## src/rtl/sat_mode_ctrl.sv

```systemverilog
// Saturation display mode controller: chooses raw, saturated, split-screen or
// black output per pixel, with mode changes deferred to frame boundaries.
module sat_mode_ctrl #(
  parameter int SPLIT_X     = 640,
  parameter int AUTO_FRAMES = 60
) (
  input  logic        clk,
  input  logic        rst,
  input  logic [15:0] in_raw,
  input  logic [15:0] in_dst,
  input  logic        in_de,
  input  logic        in_vs,
  input  logic        req_valid,
  input  logic [1:0]  req_mode,
  output logic        req_ready,
  input  logic        auto_en,
  output logic [15:0] out_data,
  output logic        out_de,
  output logic        out_vs,
  output logic [1:0]  mode_cur,
  output logic [15:0] frame_cnt
);

  localparam logic [11:0] SPLIT_COL = 12'(SPLIT_X);
  localparam logic [7:0]  AUTO_LIM  = 8'(AUTO_FRAMES);

  typedef enum logic {
    ST_IDLE = 1'b0,
    ST_PEND = 1'b1
  } state_t;

  state_t      state_q;
  logic [1:0]  mode_pend_q;
  logic [1:0]  mode_cur_q;
  logic [15:0] frame_cnt_q;
  logic [7:0]  auto_cnt_q;
  logic [11:0] col_q;
  logic        vs_prev_q;
  logic [15:0] out_data_q;
  logic        out_de_q;
  logic        out_vs_q;

  logic        vs_rise_d;
  logic        auto_hit_d;
  logic [15:0] out_data_d;

  always_comb begin
    vs_rise_d  = in_vs & ~vs_prev_q;
    auto_hit_d = ((auto_cnt_q + 8'd1) >= AUTO_LIM);
    out_data_d = 16'h0000;
    if (in_de) begin
      case (mode_cur_q)
        2'd0:    out_data_d = in_raw;
        2'd1:    out_data_d = in_dst;
        2'd2:    out_data_d = (col_q < SPLIT_COL) ? in_dst : in_raw;
        default: out_data_d = 16'h0000;
      endcase
    end else begin
      out_data_d = 16'h0000;
    end
  end

  always_ff @(posedge clk) begin
    if (rst) begin
      state_q     <= ST_IDLE;
      mode_pend_q <= 2'd0;
      mode_cur_q  <= 2'd1;
      frame_cnt_q <= 16'd0;
      auto_cnt_q  <= 8'd0;
      col_q       <= 12'd0;
      vs_prev_q   <= 1'b0;
      out_data_q  <= 16'h0000;
      out_de_q    <= 1'b0;
      out_vs_q    <= 1'b0;
    end else begin
      vs_prev_q  <= in_vs;
      out_data_q <= out_data_d;
      out_de_q   <= in_de;
      out_vs_q   <= in_vs;
      if (vs_rise_d) begin
        frame_cnt_q <= frame_cnt_q + 16'd1;
      end
      if (in_de) begin
        if (col_q != 12'hFFF) begin
          col_q <= col_q + 12'd1;
        end
      end else begin
        col_q <= 12'd0;
      end
      case (state_q)
        ST_IDLE: begin
          // A request taken on a vs edge only commits at the following edge
          if (req_valid) begin
            mode_pend_q <= req_mode;
            state_q     <= ST_PEND;
          end
          if (!auto_en) begin
            auto_cnt_q <= 8'd0;
          end else if (vs_rise_d) begin
            if (auto_hit_d) begin
              auto_cnt_q <= 8'd0;
              mode_cur_q <= mode_cur_q + 2'd1;
            end else begin
              auto_cnt_q <= auto_cnt_q + 8'd1;
            end
          end
        end
        ST_PEND: begin
          // Committing request overrides any auto step due at this edge
          if (vs_rise_d) begin
            mode_cur_q <= mode_pend_q;
            state_q    <= ST_IDLE;
            auto_cnt_q <= 8'd0;
          end else if (!auto_en) begin
            auto_cnt_q <= 8'd0;
          end
        end
        default: state_q <= ST_IDLE;
      endcase
    end
  end

  assign req_ready = (state_q == ST_IDLE);
  assign out_data  = out_data_q;
  assign out_de    = out_de_q;
  assign out_vs    = out_vs_q;
  assign mode_cur  = mode_cur_q;
  assign frame_cnt = frame_cnt_q;

endmodule
```

## config.mk

```make
export PLATFORM = sky130hd
export DESIGN_NAME = sat_mode_ctrl
export DESIGN_NICKNAME = d
export VERILOG_FILES = /design/src/rtl/sat_mode_ctrl.sv
export SDC_FILE = /design/constraint.sdc
export NUM_CORES = 1
export LEC_CHECK = 0
export ABC_AREA = 1
export CAP_MARGIN = 20
export CORE_MARGIN = 3
export CORE_UTILIZATION = 40
export DETAILED_ROUTE_END_ITERATION = 6
export PLACE_DENSITY = 0.81
export SYNTH_ARGS = -nofsm -noshare
export SYNTH_HDL_FRONTEND = slang
export SYNTH_SLANG_ARGS = --single-unit
export TNS_END_PERCENT = 5
```

## constraint.sdc

```tcl
create_clock -name clk -period 1.8 [get_ports clk]
set_input_delay 0.36 -clock clk [delete_from_list [all_inputs] [get_ports clk]]
set_output_delay 0.36 -clock clk [all_outputs]
set_load 0.01 [all_outputs]
```

==> results.py, run 1 <==
metrics = {
    "critical_path": {
        "startpoint_type": "register",
        "cp.required_ns": 1.44,
        "worstReg2RegStart": "auto_cnt_q[1]$_SDFFE_PP0P_",
        "r2r_end": "auto_cnt_q[1]$_SDFFE_PP0P_",
        "worst-path-buf-inv": 1,
        "end_kind": "output pin",
        "cp_slowest_cell": "clkdlybuf4s50_1",
        "arrival_ns": 1.37,
        "worstPathCellList": "clkdlybuf4s50_1",
        "rrSetupSlack_ns": 0.17,
        "worstRegToRegCells": 9,
        "critPathMaxFanout": 6,
        "cp_top_family": "buffers and inverters",
        "max_stage_delay_ns": 0.59,
        "critPathKind": "register to output pin",
    },
    "timing": {
        "max_freq_ghz": 0.579,
        "rsz0062_at_grt": "no",
        "hold_viol_final": 0,
        "finalCriticalPeriod_ns": 1.73,
        "tightestPinTransition_ns": 0.489,
        "finalCritPeriodShare_pct": 96.0,
        "setup_violations": 0,
        "max-slew-margin-rel_pct": 67.4,
        "finClkSkew_ns": 0.00746,
        "drv_slew": 0,
    },
    "layout": {
        "nNetsFinal": 501,
        "layout-drive-gt1-share_pct": 13.1,
        "area_growth_pct": 42.6,
        "antenna_cells": 0,
        "fin_cells": 536,
        "final_common_cell": "clkdlybuf4s50_1",
        "layout_common_cells": "clkdlybuf4s50_1, nand2_1, dfxtp_1, inv_1, nor2_1",
    },
    "drt": {
        "wl_per_cell_um": 12.1,
        "viasPerCell": 4.85,
        "ant_nets": 0,
        "drc": 0,
        "first_pass_iters": 4,
        "first_iter_violations": 112,
        "routed_wl_um": 6460,
        "vias": 2599,
    },
    "floorplanning": {
        "die_h_um": 88.2,
        "initial_core_util_pct": 41.8,
        "die_w_um": 88.2,
        "core_area_um2": 6460,
        "rows": 29,
        "die_area_um2": 7780,
        "io_pins": 77,
    },
    "job": {
        "timing.max_cap.violations": 0,
    },
    "clock_tree": {
        "clk_latency_ns": 0.33,
        "cts_tree": "done",
        "cts_made_buffers": 9,
        "cts.clk_slew.worst_paths_ns": 0.07,
        "ctsLongestPathBuffers": 2,
        "cts.sinks": 59,
        "htree_levels": 3,
        "root_buffer": "clkbuf_8",
        "cts.hold.buffers_added": 0,
    },
    "hold_path": {
        "hold_end": "auto_cnt_q[7]$_SDFFE_PP0P_",
        "hp-class": "register to register",
        "min_path_cells": 2,
        "hp-start": "auto_cnt_q[7]$_SDFFE_PP0P_",
    },
    "global_route": {
        "grt-ovfl-total": 0,
        "grtUsageTotal_pct": 16.8,
        "first_global_vias": 2468,
        "antenna_found_initial": 0,
        "grt_max_degree": 17,
        "grt_pass1_wl_um": 10400,
    },
    "place": {
        "gp_congestion": 0.845,
        "hpwl_um": 4830,
        "numPortBuffers": 76,
        "dp.cells": 520,
    },
    "synth": {
        "ys_types": 32,
        "netlist_area_um2": 2700,
        "ys.warnings.count": 0,
        "synth-seq-area-share_pct": 43.7,
        "synth.ff_latch_count": 59,
        "yosys_most_used_dff": "dfxtp_1",
        "ys_async_sr_fraction_pct": 0,
        "syn-num-nets": 404,
        "netlist_instances": 357,
        "synth_edf_count": 0,
        "syn_avg_cell_area_um2": 7.57,
    },
    "pwr": {
        "power_mw": 2.78,
        "peakVddDrop_mv": 0.513,
        "powerDensity_nw_per_um2": 722,
        "leakage_nw": 1.56,
    },
    "status": {
        "run_status": "completed",
    },
}
## metal layers
metal	vias up	wire (µm)	GRT usage (%)
met4	0	62	5.36
met3	6	431	4.99
met5	-	0	0
met1	1150	2750	19.4
li1	1367	-	-
met2	76	3220	29.6
## registers in the layout (all words and copies together) (netlist names), 2 cells and up
register	flops
mode_pend_q	2
auto_cnt_q	8
col_q	12
mode_cur	2
out_data	16
frame_cnt	16
## repair_timing
item / 4_1_cts / 5_1_grt
setup endpoints to repair: 1 / 8
cloned: 0 / 0
gates resized for setup: 1 / 2
setup buffers: 0 / 0
pin swaps: 0 / 1
## cells by family (layout without fill, tap and decap cells)
kind of cell,Yosys count,count (layout),synth area share [%]
and+or+nand+nor,168,168,29.2
AOI/OAI and AO/OA,61,61,13.6
DFF,59,59,43.7
buffers and inverters,55,157,7.97
adders and majority gates,7,7,3.24
xor gates and xnor gates,7,7,2.27
## how the worst max path moves through the flow
stage | start | endpoint | slack, ns | cells past startpoint
3_3_place_gp | in_vs | frame_cnt[13]$_SDFFE_PP0P_ | -0.07 | 10
6_report | mode_cur[0]$_SDFFE_PP1P_ | mode_cur[0] | 0.07 | 1
5_1_grt | auto_cnt_q[1]$_SDFFE_PP0P_ | auto_cnt_q[5]$_SDFFE_PP0P_ | 0.006 | 9
2_1_floorplan | auto_cnt_q[0]$_SDFFE_PP0P_ | mode_cur[1]$_SDFFE_PP0P_ | 0.29 | 12
4_1_cts | mode_cur[0]$_SDFFE_PP1P_ | mode_cur[0] | 0.05 | 1
3_5_place_dp | in_vs | auto_cnt_q[3]$_SDFFE_PP0P_ | -0.15 | 9
## layout make-up
cell class | instances | area (µm²)
multi-input cells | 243 | 1310
repair buffers | 92 | 905
well taps | 77 | 96.3
fillers | 574 | 2610
inverters | 49 | 184
clock inverters | 5 | 27.5
flip-flops and latches | 59 | 1180
clock buffers | 11 | 151
## power breakdown
part / switching [mW] / internal [mW] / total [mW]
Sequential: 0.0221 / 1.34 / 1.37
Combinational: 0.151 / 0.197 / 0.348
Clock: 0.504 / 0.564 / 1.07
Total: 0.677 / 2.10 / 2.78
## per-stage QoR
stage                     hold slack, ns  TNS (ns)  utilization, %  setup slack, ns  instance area (µm²)
final                              0.459         0            59.6           0.0723                 3850
after global routing               0.486         0            59.6          0.00568                 3850
after CTS                          0.464         0            59.6           0.0540                 3850
after detailed placement           0.454     -1.01            56.9           -0.145                 3670
after global placement             0.445    -0.317            56.9          -0.0686                 3670
after floorplan                    0.436         0               -            0.288                 2700
## cells in the mapped netlist (3+ instances only)
cell type | count | share of area [%]
nand3_1 | 18 | 3.3
nor2_1 | 39 | 5.4
ha_1 | 7 | 3.2
nor3_1 | 9 | 1.7
nand2_2 | 6 | 1.4
nand3_2 | 4 | 1.5
nor2_2 | 4 | 0.93
o21ai_0 | 15 | 2.8
nand2_1 | 69 | 9.6
xnor2_1 | 3 | 0.97
a22o_1 | 3 | 0.97
xor2_1 | 4 | 1.3
inv_1 | 49 | 6.8
a21oi_1 | 24 | 4.4
nand4_1 | 6 | 1.4
buf_2 | 4 | 0.74
dfxtp_1 | 59 | 44
a22oi_1 | 12 | 3.3
or2_2 | 4 | 0.93
Note: power is estimated with default switching activity, not from simulation.
==> inputs of run 2 (changes only) <==
--- a/config.mk
+++ b/config.mk
@@ -7,7 +7,6 @@
 export LEC_CHECK = 0
 export ABC_AREA = 1
 export CAP_MARGIN = 20
-export CORE_MARGIN = 3
 export CORE_UTILIZATION = 40
 export DETAILED_ROUTE_END_ITERATION = 6
 export PLACE_DENSITY = 0.81
==> constraint.sdc (replaced) <==
create_clock -name clk -period 2.2 [get_ports clk]
set_input_delay 0.44 -clock clk [delete_from_list [all_inputs] [get_ports clk]]
set_output_delay 0.44 -clock clk [all_outputs]
set_load 0.01 [all_outputs]
==> run 2 against run 1 <==
The flow now finishes with violations (design-rule violations); worst setup slack improved by 0.27 ns; combinational power fell by 24%; worst hold slack improved by 0.00054 ns; critical path depth up 1; register-to-register slack better by 0.27 ns; flip-flop and latch count is the same; global-route usage rose by 1.6 points.
==> results.py, run 2 (synthesis results as in run 1) <==
metrics = {
    "global_route": {
        "antenna_found_initial": 0,
        "grt-ovfl-total": 0,
        "grt_max_degree": 17,
        "first_global_vias": 2378,
        "grtUsageTotal_pct": 18.4,
        "grt_pass1_wl_um": 10500,
    },
    "clock_tree": {
        "ctsLongestPathBuffers": 2,
        "clk_latency_ns": 0.34,
        "post-cts-setup-buffers": 0,
        "htree_levels": 3,
        "cts_made_buffers": 9,
        "cts.hold.buffers_added": 0,
        "cts.clk_slew.worst_paths_ns": 0.07,
        "cts.repair.resized": 0,
        "root_buffer": "clkbuf_8",
        "cts_tree": "done",
        "cts.sinks": 59,
    },
    "pwr": {
        "switching_share_pct": 24.1,
        "p_int_mw": 1.75,
        "power_mw": 2.30,
        "combPwrFrac_pct": 11.5,
        "powerDensity_nw_per_um2": 616,
        "peakVddDrop_mv": 0.351,
        "p_switching_uw": 555,
        "p_seq_share_pct": 48.7,
        "leakage_nw": 1.49,
        "clkPwrFrac_pct": 39.8,
    },
    "status": {
        "violations": "design-rule violations",
        "run_status": "finished, violations left",
    },
    "hold_path": {
        "hp-class": "register to register",
        "hp-start": "frame_cnt[15]$_SDFFE_PP0P_",
        "min_path_cells": 2,
        "hold_end": "frame_cnt[15]$_SDFFE_PP0P_",
    },
    "layout": {
        "layout-drive-gt1-share_pct": 9.87,
        "area_growth_pct": 38.4,
        "final_common_cell": "clkdlybuf4s50_1",
        "nNetsFinal": 488,
        "antenna_cells": 0,
        "utilization_pct": 58.2,
        "layout_common_cells": "clkdlybuf4s50_1, nand2_1, dfxtp_1, inv_1, nor2_1",
        "fillCellCount": 570,
    },
    "drt": {
        "ant_nets": 0,
        "first_iter_violations": 119,
        "routed_wl_um": 6180,
        "first_pass_iters": 6,
        "wl_per_cell_um": 11.8,
        "vias": 2571,
        "viasPerCell": 4.92,
        "drc": 18,
    },
    "critical_path": {
        "r2r_end": "col_q[0]$_SDFFE_PP0P_",
        "rrSetupSlack_ns": 0.44,
        "critPathMaxFanout": 6,
        "cp_slowest_cell": "clkdlybuf4s50_1",
        "worstPathCellList": "inv_1 > clkdlybuf4s50_1",
        "worstReg2RegStart": "col_q[0]$_SDFFE_PP0P_",
        "end_kind": "output pin",
        "startpoint_type": "register",
        "max_stage_delay_ns": 0.56,
        "arrival_ns": 1.42,
        "cp.required_ns": 1.76,
        "worstRegToRegCells": 6,
        "critPathKind": "register to output pin",
    },
    "timing": {
        "max_freq_ghz": 0.538,
        "finalCriticalPeriod_ns": 1.86,
        "setup_violations": 0,
        "tns_ns": 0,
        "hold_viol_final": 0,
        "finalCritPeriodShare_pct": 84.4,
        "finClkSkew_ns": 0.00457,
        "max-slew-margin-rel_pct": 63.6,
        "tightestPinTransition_ns": 0.545,
        "rsz0062_at_grt": "no",
        "drv_slew": 0,
    },
    "place": {
        "hpwl_um": 4530,
        "gp_congestion": 0.790,
        "numPortBuffers": 76,
    },
    "floorplanning": {
        "io_pins": 77,
        "core_area_um2": 6420,
        "rows": 29,
        "die_h_um": 84.2,
        "die_w_um": 84.2,
        "initial_core_util_pct": 42.1,
        "die_area_um2": 7090,
    },
    "job": {
        "timing.max_cap.violations": 0,
    },
}
## run 2: per-stage QoR
| step | instance area, µm² | cells | hold slack [ns] | setup slack, ns |
|---|---|---|---|---|
| 3_5_place_dp | 3550 | 507 | 0.451 | 0.0908 |
| 4_1_cts | 3740 | 523 | 0.463 | 0.322 |
| 6_report | 3740 | 523 | 0.460 | 0.342 |
| 5_1_grt | 3740 | 523 | 0.482 | 0.223 |
| 2_1_floorplan | 2700 | 357 | 0.438 | 0.688 |
| 3_3_place_gp | 3550 | 507 | 0.450 | 0.155 |
## run 2: cell type report
type	count	area, µm²	area share [%]
sequential	59	1180	31.6
inverter	49	184	4.92
tap	77	96.3	2.58
multi-input combinational	243	1310	34.9
clock inverter	3	21.3	0.569
timing repair buffer	79	783	20.9
clock buffer	13	169	4.52
## run 2: worst max path at each step
stage | slack [ns] | start | to | cells past startpoint
after global placement | 0.15 | in_vs | frame_cnt[13]$_SDFFE_PP0P_ | 10
after global routing | 0.22 | in_vs | frame_cnt[13]$_SDFFE_PP0P_ | 10
after CTS | 0.32 | state_q$_SDFF_PP0_ | req_ready | 2
final | 0.34 | state_q$_SDFF_PP0_ | req_ready | 2
after floorplan | 0.69 | auto_cnt_q[0]$_SDFFE_PP0P_ | mode_cur[1]$_SDFFE_PP0P_ | 12
after detailed placement | 0.09 | in_vs | frame_cnt[13]$_SDFFE_PP0P_ | 10
## run 2: power by group through the flow
stage	logic, mW	registers [mW]	clock network, mW
floorplan	0.105	1.15	0
global placement	0.258	1.14	0
CTS	0.267	1.12	0.943
detailed placement	0.266	1.14	0
finish	0.264	1.12	0.917
global route	0.289	1.12	0.992
## run 2: critical path, delay by kind of cell, from the launching register on
kind	cells	cell delay (ns)
buffers and inverters	2	0.73
DFF	1	0.35
## run 2: layer usage
layer	share of wire (%)	vias to the layer above	GRT usage [%]
met3	6.5	11	4.52
li1	-	1336	-
met1	45	1157	21.3
met5	0	-	0
met2	47	67	32.0
met4	1.7	0	8.31
==> inputs of run 3 (changes only) <==
--- a/config.mk
+++ b/config.mk
@@ -9,7 +9,7 @@
 export CAP_MARGIN = 20
 export CORE_UTILIZATION = 40
 export DETAILED_ROUTE_END_ITERATION = 6
-export PLACE_DENSITY = 0.81
+export PLACE_DENSITY = 0.84
 export SYNTH_ARGS = -nofsm -noshare
 export SYNTH_HDL_FRONTEND = slang
 export SYNTH_SLANG_ARGS = --single-unit
==> constraint.sdc (replaced) <==
create_clock -name clk -period 1.5 [get_ports clk]
set_input_delay 0.3 -clock clk [delete_from_list [all_inputs] [get_ports clk]]
set_output_delay 0.3 -clock clk [all_outputs]
set_load 0.01 [all_outputs]
==> run 3 against run 2 <==
The flow finishes with violations (design-rule violations, negative setup slack); register-to-register slack got worse by 0.45 ns; global-route usage rose by 1.2 points; highest routed layer unchanged; non-clock buffer count rose by 34.
==> results.py, run 3 (synthesis results as in run 1) <==
metrics = {
    "critical_path": {
        "worst-path-buf-inv": 2,
        "worstReg2RegStart": "auto_cnt_q[1]$_SDFFE_PP0P_",
        "cp_slowest_cell": "dfxtp_2",
        "arrival_ns": 1.78,
        "max_stage_delay_ns": 0.34,
        "end_kind": "register",
        "cpMostUsedCell": "nand2_1",
        "cp.required_ns": 1.77,
        "worstPathCellList": "buf_6 > buf_4 > nand3_1 > nand2_1 > nand2_1 > nor2_1 > nand2_1 > nand2_2 > nor2_4 > nand3_2 > a21oi_2",
        "startpoint_type": "register",
        "cp-startpoint": "auto_cnt_q[1]$_SDFFE_PP0P_",
        "cp_top_family": "simple AND/OR/NAND/NOR gates",
        "critPathMaxFanout": 6,
        "critPathKind": "register to register",
    },
    "place": {
        "hpwl_um": 4820,
        "numPortBuffers": 76,
        "place_area_um2": 3810,
        "gp_congestion": 0.803,
    },
    "status": {
        "run_status": "finished, violations left",
        "violations": "design-rule violations, negative setup slack",
    },
    "hold_path": {
        "hp-start": "frame_cnt[15]$_SDFFE_PP0P_",
        "hp-class": "register to register",
    },
    "timing": {
        "whs_ns": 0.458,
        "max_freq_ghz": 0.663,
        "layout_setup_ws_ns": -0.00939,
        "max-slew-margin-rel_pct": 78.2,
        "tightestPinTransition_ns": 0.323,
        "finalCritPeriodShare_pct": 101,
        "finalCriticalPeriod_ns": 1.51,
        "hold_viol_final": 0,
        "tns_ns": -0.0122,
        "finClkSkew_ns": 0.00718,
        "drv_slew": 0,
        "rsz0062_at_grt": "yes",
        "setup_violations": 2,
    },
    "floorplanning": {
        "die_h_um": 84.2,
        "die_w_um": 84.2,
        "rows": 29,
        "core_area_um2": 6420,
        "die_area_um2": 7090,
        "initial_core_util_pct": 42.1,
        "io_pins": 77,
    },
    "layout": {
        "utilization_pct": 64.8,
        "nNetsFinal": 522,
        "postLayoutCellArea_um2": 4160,
        "antenna_cells": 0,
        "final_common_cell": "nand2_1",
        "layout-drive-gt1-share_pct": 21.9,
        "area_growth_pct": 54.1,
        "layout_common_cells": "nand2_1, dfxtp_1, inv_1, clkdlybuf4s50_1, nor2_1",
    },
    "drt": {
        "first_iter_violations": 123,
        "first_pass_iters": 6,
        "routed_wl_um": 6830,
        "drc": 16,
        "wl_per_cell_um": 12.3,
        "viasPerCell": 4.88,
        "vias": 2716,
        "ant_nets": 0,
    },
    "clock_tree": {
        "ctsLongestPathBuffers": 2,
        "cts.clk_slew.worst_paths_ns": 0.06,
        "htree_levels": 3,
        "cts.sinks": 59,
        "clk_latency_ns": 0.34,
        "root_buffer": "clkbuf_8",
        "cts_tree": "done",
        "cts_made_buffers": 9,
    },
    "pwr": {
        "peakVddDrop_mv": 0.546,
        "p_seq_share_pct": 46.6,
        "leakage_nw": 2.04,
        "power_mw": 3.51,
        "clkPwrFrac_pct": 40.9,
        "powerDensity_nw_per_um2": 844,
        "switching_share_pct": 23.0,
        "p_switching_uw": 809,
        "p_int_mw": 2.70,
        "combPwrFrac_pct": 12.5,
    },
    "global_route": {
        "antenna_found_initial": 0,
        "grt_pass1_wl_um": 11000,
        "grt-ovfl-total": 0,
        "grt_max_degree": 17,
        "first_global_vias": 2549,
        "grtUsageTotal_pct": 19.6,
    },
    "job": {
        "timing.max_cap.violations": 0,
    },
}
run 3: cell types whose count changed in the layout (fill, tap and decap cells not counted), sizes merged:
| cell | previous run | this run |
|---|---|---|
| bufinv | 0 | 1 |
| dlygate4sd2 | 0 | 22 |
| clkinv | 2 | 1 |
| buf | 3 | 37 |
| dlymetal6s2s | 0 | 13 |
| clkinvlp | 1 | 0 |
| clkdlybuf4s50 | 76 | 41 |
run 3: power by group through the flow:
stage	combinational (mW)	clock [mW]	sequential, mW
2_1_floorplan	0.154	0	1.69
3_3_place_gp	0.434	0	1.67
3_5_place_dp	0.444	0	1.67
4_1_cts	0.437	1.47	1.64
5_1_grt	0.484	1.55	1.64
6_report	0.438	1.44	1.64
run 3: path summary, 6_finish.rpt:
kind | endpoint | slack [ns] | cells past startpoint
max | auto_cnt_q[3]$_SDFFE_PP0P_ | -0.009 | 11
min | frame_cnt[15]$_SDFFE_PP0P_ | 0.46 | 2
max reg2reg | auto_cnt_q[3]$_SDFFE_PP0P_ | -0.009 | 11
min reg2reg | frame_cnt[15]$_SDFFE_PP0P_ | 0.46 | 2
run 3: repair_timing:
| action | 4_1_cts | 5_1_grt |
|---|---|---|
| hold buffers | 0 | 0 |
| pin swaps | 3 | 11 |
| hold endpoints to repair | 0 | 0 |
| endpoints found under the setup margin | 38 | 50 |
| gates resized for setup | 29 | 50 |
| buffers inserted | 0 | 1 |
run 3: final cells by class:
class	instances	area (µm²)
clock buffer	13	159
clock inverter	2	35.0
fill	538	2260
inverter	49	184
multi-input combinational	243	1430
sequential	59	1200
tap	77	96.3
timing repair buffer	113	1060
run 3: worst reg2reg max path, delay by kind of cell (launching register included):
kind	cells	cell delay, ns
buffers and inverters	2	0.26
AND/OR/NAND/NOR	8	0.71
AO/OA/AOI/OAI	1	0.13
flip-flops	1	0.34
run 3: per-layer routing:
| metal | global-route usage (%) | share of wire, % |
|---|---|---|
| met1 | 22.0 | 43 |
| met2 | 34.1 | 50 |
| met3 | 7.37 | 5.9 |
| met4 | 6.58 | 1.4 |
| met5 | 0 | 0 |
run 3: metrics by stage:
step / setup slack (ns) / std cells
global route: -0.142 / 556
floorplan: 0.000497 / 357
detailed placement: -0.342 / 540
global placement: -0.315 / 540
finish: -0.00939 / 556
CTS: -0.0549 / 555
